===== config.mk =====
export PLATFORM = sky130hd
export DESIGN_NAME = cargador_de_instrucciones_flat
export DESIGN_NICKNAME = d
export VERILOG_FILES = /design/src/rtl/cargador_de_instrucciones_if.sv /design/src/rtl/cargador_de_instrucciones.sv /design/src/flat_wrapper.sv
export SDC_FILE = /design/constraint.sdc
export NUM_CORES = 1
export LEC_CHECK = 0
export BUFFER_PORTS_ARGS = -buffer_cell sky130_fd_sc_hd__buf_2
export CAP_MARGIN = 20
export CORE_MARGIN = 4
export CORE_UTILIZATION = 50
export CTS_CLUSTER_DIAMETER = 200
export DETAILED_ROUTE_END_ITERATION = 8
export GPL_ROUTABILITY_DRIVEN = 0
export PLACE_DENSITY = 0.76
export SKIP_CTS_REPAIR_TIMING = 1
export SLEW_MARGIN = 20
export SYNTH_ARGS = -nofsm -noshare
export SYNTH_HDL_FRONTEND = slang
export SYNTH_SLANG_ARGS = --single-unit

===== constraint.sdc =====
create_clock -name clk -period 2.2 [get_ports clk]
set_clock_uncertainty 0.15 [all_clocks]
set_input_delay 0.44 -clock clk [delete_from_list [all_inputs] [get_ports clk]]
set_output_delay 0.44 -clock clk [all_outputs]
set_load 0.02 [all_outputs]

===== src/rtl/cargador_de_instrucciones_if.sv =====
// Loader bus: start command, byte stream handshake and instruction-memory write port.
interface cargador_de_instrucciones_if #(
    parameter int unsigned ADDR_WIDTH = 32
);
    logic                  i_start;
    logic [15:0]           i_word_count;
    logic [7:0]            i_byte;
    logic                  i_byte_valid;
    logic                  o_byte_ready;
    logic                  o_write_enable;
    logic [ADDR_WIDTH-1:0] o_address;
    logic [7:0]            o_data;
    logic                  o_busy;
    logic                  o_done;
    logic                  o_error;
    logic                  o_fetch_hold;

    // Host / stream source side
    modport master (
        output i_start, i_word_count, i_byte, i_byte_valid,
        input  o_byte_ready, o_write_enable, o_address, o_data,
               o_busy, o_done, o_error, o_fetch_hold
    );

    // Loader side
    modport slave (
        input  i_start, i_word_count, i_byte, i_byte_valid,
        output o_byte_ready, o_write_enable, o_address, o_data,
               o_busy, o_done, o_error, o_fetch_hold
    );
endinterface


===== src/rtl/cargador_de_instrucciones.sv =====
// Program loader: turns a byte stream into consecutive byte writes of the
// instruction memory and holds the fetch stage until the program is complete.
module cargador_de_instrucciones #(
    parameter int unsigned MEM_BYTES  = 256,
    parameter int unsigned ADDR_WIDTH = 32
) (
    input  logic                         clk,
    input  logic                         reset,
    cargador_de_instrucciones_if.slave   bus
);
    localparam int unsigned CNT_W = 18;

    typedef enum logic [2:0] {
        S_IDLE,
        S_LOAD,
        S_FLUSH,
        S_DONE,
        S_ERROR
    } state_t;

    state_t                r_state;
    state_t                w_next;
    logic [CNT_W-1:0]      r_remaining;
    logic [ADDR_WIDTH-1:0] r_addr;

    logic                  r_write_enable;
    logic [ADDR_WIDTH-1:0] r_address;
    logic [7:0]            r_data;
    logic                  r_busy;
    logic                  r_done;
    logic                  r_error;
    logic                  r_fetch_hold;

    logic [CNT_W-1:0]      w_bytes;
    logic                  w_ready;
    logic                  w_accept;
    logic                  w_load_start;

    assign w_bytes = {bus.i_word_count, 2'b00};

    // Next-state decode, stream acceptance and load-start qualification
    always_comb begin
        w_next       = r_state;
        w_ready      = 1'b0;
        w_accept     = 1'b0;
        w_load_start = 1'b0;
        case (r_state)
            S_IDLE, S_DONE, S_ERROR: begin
                if (bus.i_start) begin
                    if (w_bytes == '0) begin
                        w_next = S_DONE;
                    end else if (w_bytes > CNT_W'(MEM_BYTES)) begin
                        w_next = S_ERROR;
                    end else begin
                        w_next       = S_LOAD;
                        w_load_start = 1'b1;
                    end
                end
            end
            S_LOAD: begin
                w_ready  = 1'b1;
                w_accept = bus.i_byte_valid;
                if (w_accept && (r_remaining == CNT_W'(1))) begin
                    w_next = S_FLUSH;
                end
            end
            S_FLUSH: begin
                w_next = S_DONE;
            end
            default: begin
                w_next = S_IDLE;
            end
        endcase
    end

    // State register
    always_ff @(posedge clk) begin
        if (reset) begin
            r_state <= S_IDLE;
        end else begin
            r_state <= w_next;
        end
    end

    // Byte counter, write pointer and memory write port
    always_ff @(posedge clk) begin
        if (reset) begin
            r_remaining    <= '0;
            r_addr         <= '0;
            r_write_enable <= 1'b0;
            r_address      <= '0;
            r_data         <= '0;
        end else begin
            r_write_enable <= w_accept;
            if (w_load_start) begin
                r_remaining <= w_bytes;
                r_addr      <= '0;
            end else if (w_accept) begin
                r_address   <= r_addr;
                r_data      <= bus.i_byte;
                r_addr      <= r_addr + ADDR_WIDTH'(1);
                r_remaining <= r_remaining - CNT_W'(1);
            end
        end
    end

    // Status flags registered from the next state so they track the state register
    always_ff @(posedge clk) begin
        if (reset) begin
            r_busy       <= 1'b0;
            r_done       <= 1'b0;
            r_error      <= 1'b0;
            r_fetch_hold <= 1'b1;
        end else begin
            r_busy       <= (w_next == S_LOAD) || (w_next == S_FLUSH);
            r_done       <= (w_next == S_DONE);
            r_error      <= (w_next == S_ERROR);
            r_fetch_hold <= (w_next != S_DONE);
        end
    end

    assign bus.o_byte_ready   = w_ready;
    assign bus.o_write_enable = r_write_enable;
    assign bus.o_address      = r_address;
    assign bus.o_data         = r_data;
    assign bus.o_busy         = r_busy;
    assign bus.o_done         = r_done;
    assign bus.o_error        = r_error;
    assign bus.o_fetch_hold   = r_fetch_hold;
endmodule

===== src/flat_wrapper.sv =====
// flat-port wrapper written by rule: the top's interface ports become plain ports
module cargador_de_instrucciones_flat 
#(
    parameter int unsigned MEM_BYTES  = 256,
    parameter int unsigned ADDR_WIDTH = 32
)
  (clk, reset, bus_i_start, bus_i_word_count, bus_i_byte, bus_i_byte_valid, bus_o_byte_ready, bus_o_write_enable, bus_o_address, bus_o_data, bus_o_busy, bus_o_done, bus_o_error, bus_o_fetch_hold);
  cargador_de_instrucciones_if #(.ADDR_WIDTH(ADDR_WIDTH)) bus_i ();
  input  logic clk;
  input  logic reset;
  input wire logic [$bits(bus_i.i_start)-1:0] bus_i_start;
  input wire logic [$bits(bus_i.i_word_count)-1:0] bus_i_word_count;
  input wire logic [$bits(bus_i.i_byte)-1:0] bus_i_byte;
  input wire logic [$bits(bus_i.i_byte_valid)-1:0] bus_i_byte_valid;
  output wire logic [$bits(bus_i.o_byte_ready)-1:0] bus_o_byte_ready;
  output wire logic [$bits(bus_i.o_write_enable)-1:0] bus_o_write_enable;
  output wire logic [$bits(bus_i.o_address)-1:0] bus_o_address;
  output wire logic [$bits(bus_i.o_data)-1:0] bus_o_data;
  output wire logic [$bits(bus_i.o_busy)-1:0] bus_o_busy;
  output wire logic [$bits(bus_i.o_done)-1:0] bus_o_done;
  output wire logic [$bits(bus_i.o_error)-1:0] bus_o_error;
  output wire logic [$bits(bus_i.o_fetch_hold)-1:0] bus_o_fetch_hold;
  assign bus_i.i_start = bus_i_start;
  assign bus_i.i_word_count = bus_i_word_count;
  assign bus_i.i_byte = bus_i_byte;
  assign bus_i.i_byte_valid = bus_i_byte_valid;
  assign bus_o_byte_ready = bus_i.o_byte_ready;
  assign bus_o_write_enable = bus_i.o_write_enable;
  assign bus_o_address = bus_i.o_address;
  assign bus_o_data = bus_i.o_data;
  assign bus_o_busy = bus_i.o_busy;
  assign bus_o_done = bus_i.o_done;
  assign bus_o_error = bus_i.o_error;
  assign bus_o_fetch_hold = bus_i.o_fetch_hold;
  cargador_de_instrucciones #(.MEM_BYTES(MEM_BYTES), .ADDR_WIDTH(ADDR_WIDTH)) u_core (.clk(clk), .reset(reset), .bus(bus_i));
endmodule

==> metrics <==
outcome=finished clean; uppermost layer routed=met4; full die area=slightly above 10000 um^2; initial core utilization=52.0%; Layout Nets=approximately 630; PwrDens=roughly 580 nW/um^2; core box area=between 8000 and 9000 um^2; Synth area leader=dfxtp_1; Die Span Y=101 um; final hold violation count=0; Reg clk slew, reported paths=approximately 0.090 ns; CP max stage cell=or3b_2; Clock Tree Buf Depth=2; global route overflow=0; Worst-Skew Late Latency=between 0.3 and 0.4 ns; Cell variety after synth=between 50 and 60; crit-path leading delay family=simple AND/OR/NAND/NOR gates; part of the power in registers=59.7%; setup TNS=0 ns; vias=3954; Synth Net Count=between 500 and 600; Synth top cells by count=nand2_1, dfxtp_1, a21oi_1; vias in the first global route=3737; CP arrival=around 1.6 ns; met3 WL=between 500 and 600 um; most repeated library cell on the critical path=buf_4; most common cell in the netlist=nand2_1; Synth warnings=0; CP Data Required Time=around 1.6 ns; # setup viols final=0; M1 WL=4700 um; HP Class=in2reg; Comb power frac=under 10%; WL per Instance=14.0 um; synth top area cells=dfxtp_1, nand2_1, a21oi_1, xnor2_1, nor2_1; count of pins over their slew limit=0; dpl hpwl=roughly 7000 um; cell area after layout=a little over 5000 um^2; Pint=0.00234 W; top_reg_cell synth=dfxtp_1; unrepaired setup endpoints after global routing=no; Max Fanout on Critical Path=6; Synth Area per Inst=about 8.3 um^2; final period utilization=between 90% and 100%; maxcap violations=0; std cell rows=33; type of the worst setup path=reg2out; WHS=0.169 ns; top cell type's share of synthesized area=45.5%; Worst Tran Pin Value=~0.66 ns; initial antenna violation count=0; die width=slightly above 100 um; drt total wl=around 10000 um; Power Total=0.00298 W; # diodes=0; Peak VDD IR=between 0.3 and 0.4 mV; htree depth=3; mapped cell area=approximately 4300 um^2; gate count after technology mapping=roughly 520; register area share after synthesis=between 40% and 50%; Buf+Inv Stages, Crit Path=3; Placement Cell Area=4930 um^2; first-pass GRT wire length=around 17000 um; CTS tree=done; Vias per Instance=about 5.5; leakage=between 1.5 and 2 nW; GRT Total Usage=20.2%; pin count of the biggest net entering global routing=55; Post-synth EDFFs=0; number of synthesized register bits=approximately 100; starting DRC count in detailed routing=about 280; switching share of power=a little over a fifth; Period minus WS final=roughly 2.2 ns; DRT Pass-1 Iters=4; Max-slew headroom=55.9%; CTS sink count=98; Fmax achieved=between 400 and 500 MHz; CP Launch Type=register; CTS buffer count=9; CP max stage delay=~0.50 ns; wire length on met2=approximately 4600 um; CP Cell Sequence=buf_4 > or3b_2 > inv_2 > buf_4; area grow syn2layout=18.6%; Clk network pwr share=a little under two fifths; crit path capture type=output port; ys async rst share=0%; Post-DRT Antenna Nets=0; I/O pins=74; Root Buffer=clkbuf_8; drt drc=0; sw power=0.000637 W; share of cells above drive strength 1=~22%; buffers added on ports=73
## cells by family (layout without fill, tap and decap cells)
group / count (synthesis) / count (layout) / synth area share [%]
fa+ha+maj: 3 / 3 / 0.870
flops: 98 / 98 / 45.5
xor+xnor: 33 / 33 / 6.70
simple gates: 259 / 259 / 30.5
buf+inv: 36 / 122 / 3.77
compound gates: 93 / 93 / 12.7
## final cells by class
cell class / count / area (um^2)
Timing Repair Buffer: 101 / 616
Tap cell: 105 / 131
Inverter: 5 / 18.8
Multi-Input combinational cell: 388 / 2200
Clock inverter: 3 / 40.0
Clock buffer: 13 / 139
Fill cell: 714 / 3180
Sequential cell: 98 / 1970
## metal layers
layer  global-route usage (%)  vias up
met2                     32.1       99
met5                        0        -
met4                     8.18        0
met1                     27.7     1852
li1                         -     1990
met3                     2.91       13
## worst reg2reg max path, stage by stage, from the launching register on
cell and delay, ns:
dfxtp_2 0.36, nand4bb_2 0.28, or4_1 0.58, buf_4 0.18, nor4_4 0.22, xnor2_1 0.14, nor2_1 0.05
## final timing paths
check,slack [ns],endpoint,cells past startpoint,from
setup / recovery,0.04,bus_o_byte_ready,4,u_core.r_state[1]
hold / removal,0.17,u_core.bus.o_data[0],3,bus_i_byte[0]
setup reg to reg,0.14,u_core.r_addr[31],6,u_core.r_state[2]
hold reg to reg,0.30,u_core.bus.o_address[25],2,u_core.bus.o_address[25]
## power groups by stage
stage | clock network (W) | registers [W] | logic, W
6_report | 0.00111 | 0.00178 | 0.0000931
5_1_grt | 0.00120 | 0.00178 | 0.000102
3_3_place_gp | 0 | 0.00182 | 0.0000908
4_1_cts | 0.00113 | 0.00178 | 0.0000934
3_5_place_dp | 0 | 0.00182 | 0.0000932
2_1_floorplan | 0 | 0.00182 | 0.0000410
## sequential cells by signal, summed over array words and instances, names as in the netlist
name and cells:
u_core.r_addr 32, u_core.bus.o_fetch_hold 1, u_core.r_remaining 18, u_core.bus.o_data 8
u_core.bus.o_busy 1, u_core.bus.o_error 1, u_core.bus.o_done 1, u_core.bus.o_address 32
u_core.r_state 3, u_core.bus.o_write_enable 1
## through the flow
stage | utilization (%) | setup slack (ns) | cells
final | 61.6 | 0.0404 | 713
after global routing | 61.6 | 0.00595 | 713
after CTS | 61.6 | -0.0248 | 713
after detailed placement | 59.4 | -0.187 | 697
after global placement | 59.4 | -0.168 | 697
after floorplan | - | 0.0530 | 522
## layout by cell type, fill, tap and decap left out, types with 4 or more instances in the layout
cell type,n
nor3_1,12
o211ai_1,4
nor2_1,49
nor4_1,15
a211oi_1,5
buf_2,72
clkbuf_8,9
clkbuf_1,4
and4_1,6
dfxtp_1,95
inv_1,4
o21ai_0,4
nand4_1,10
nand2_1,107
buf_4,26
xor2_1,5
or4_1,5
a31oi_1,11
nor3_2,8
nand3_1,20
xnor2_1,28
a21oi_1,54
Note: power is estimated with default switching activity, not from simulation.
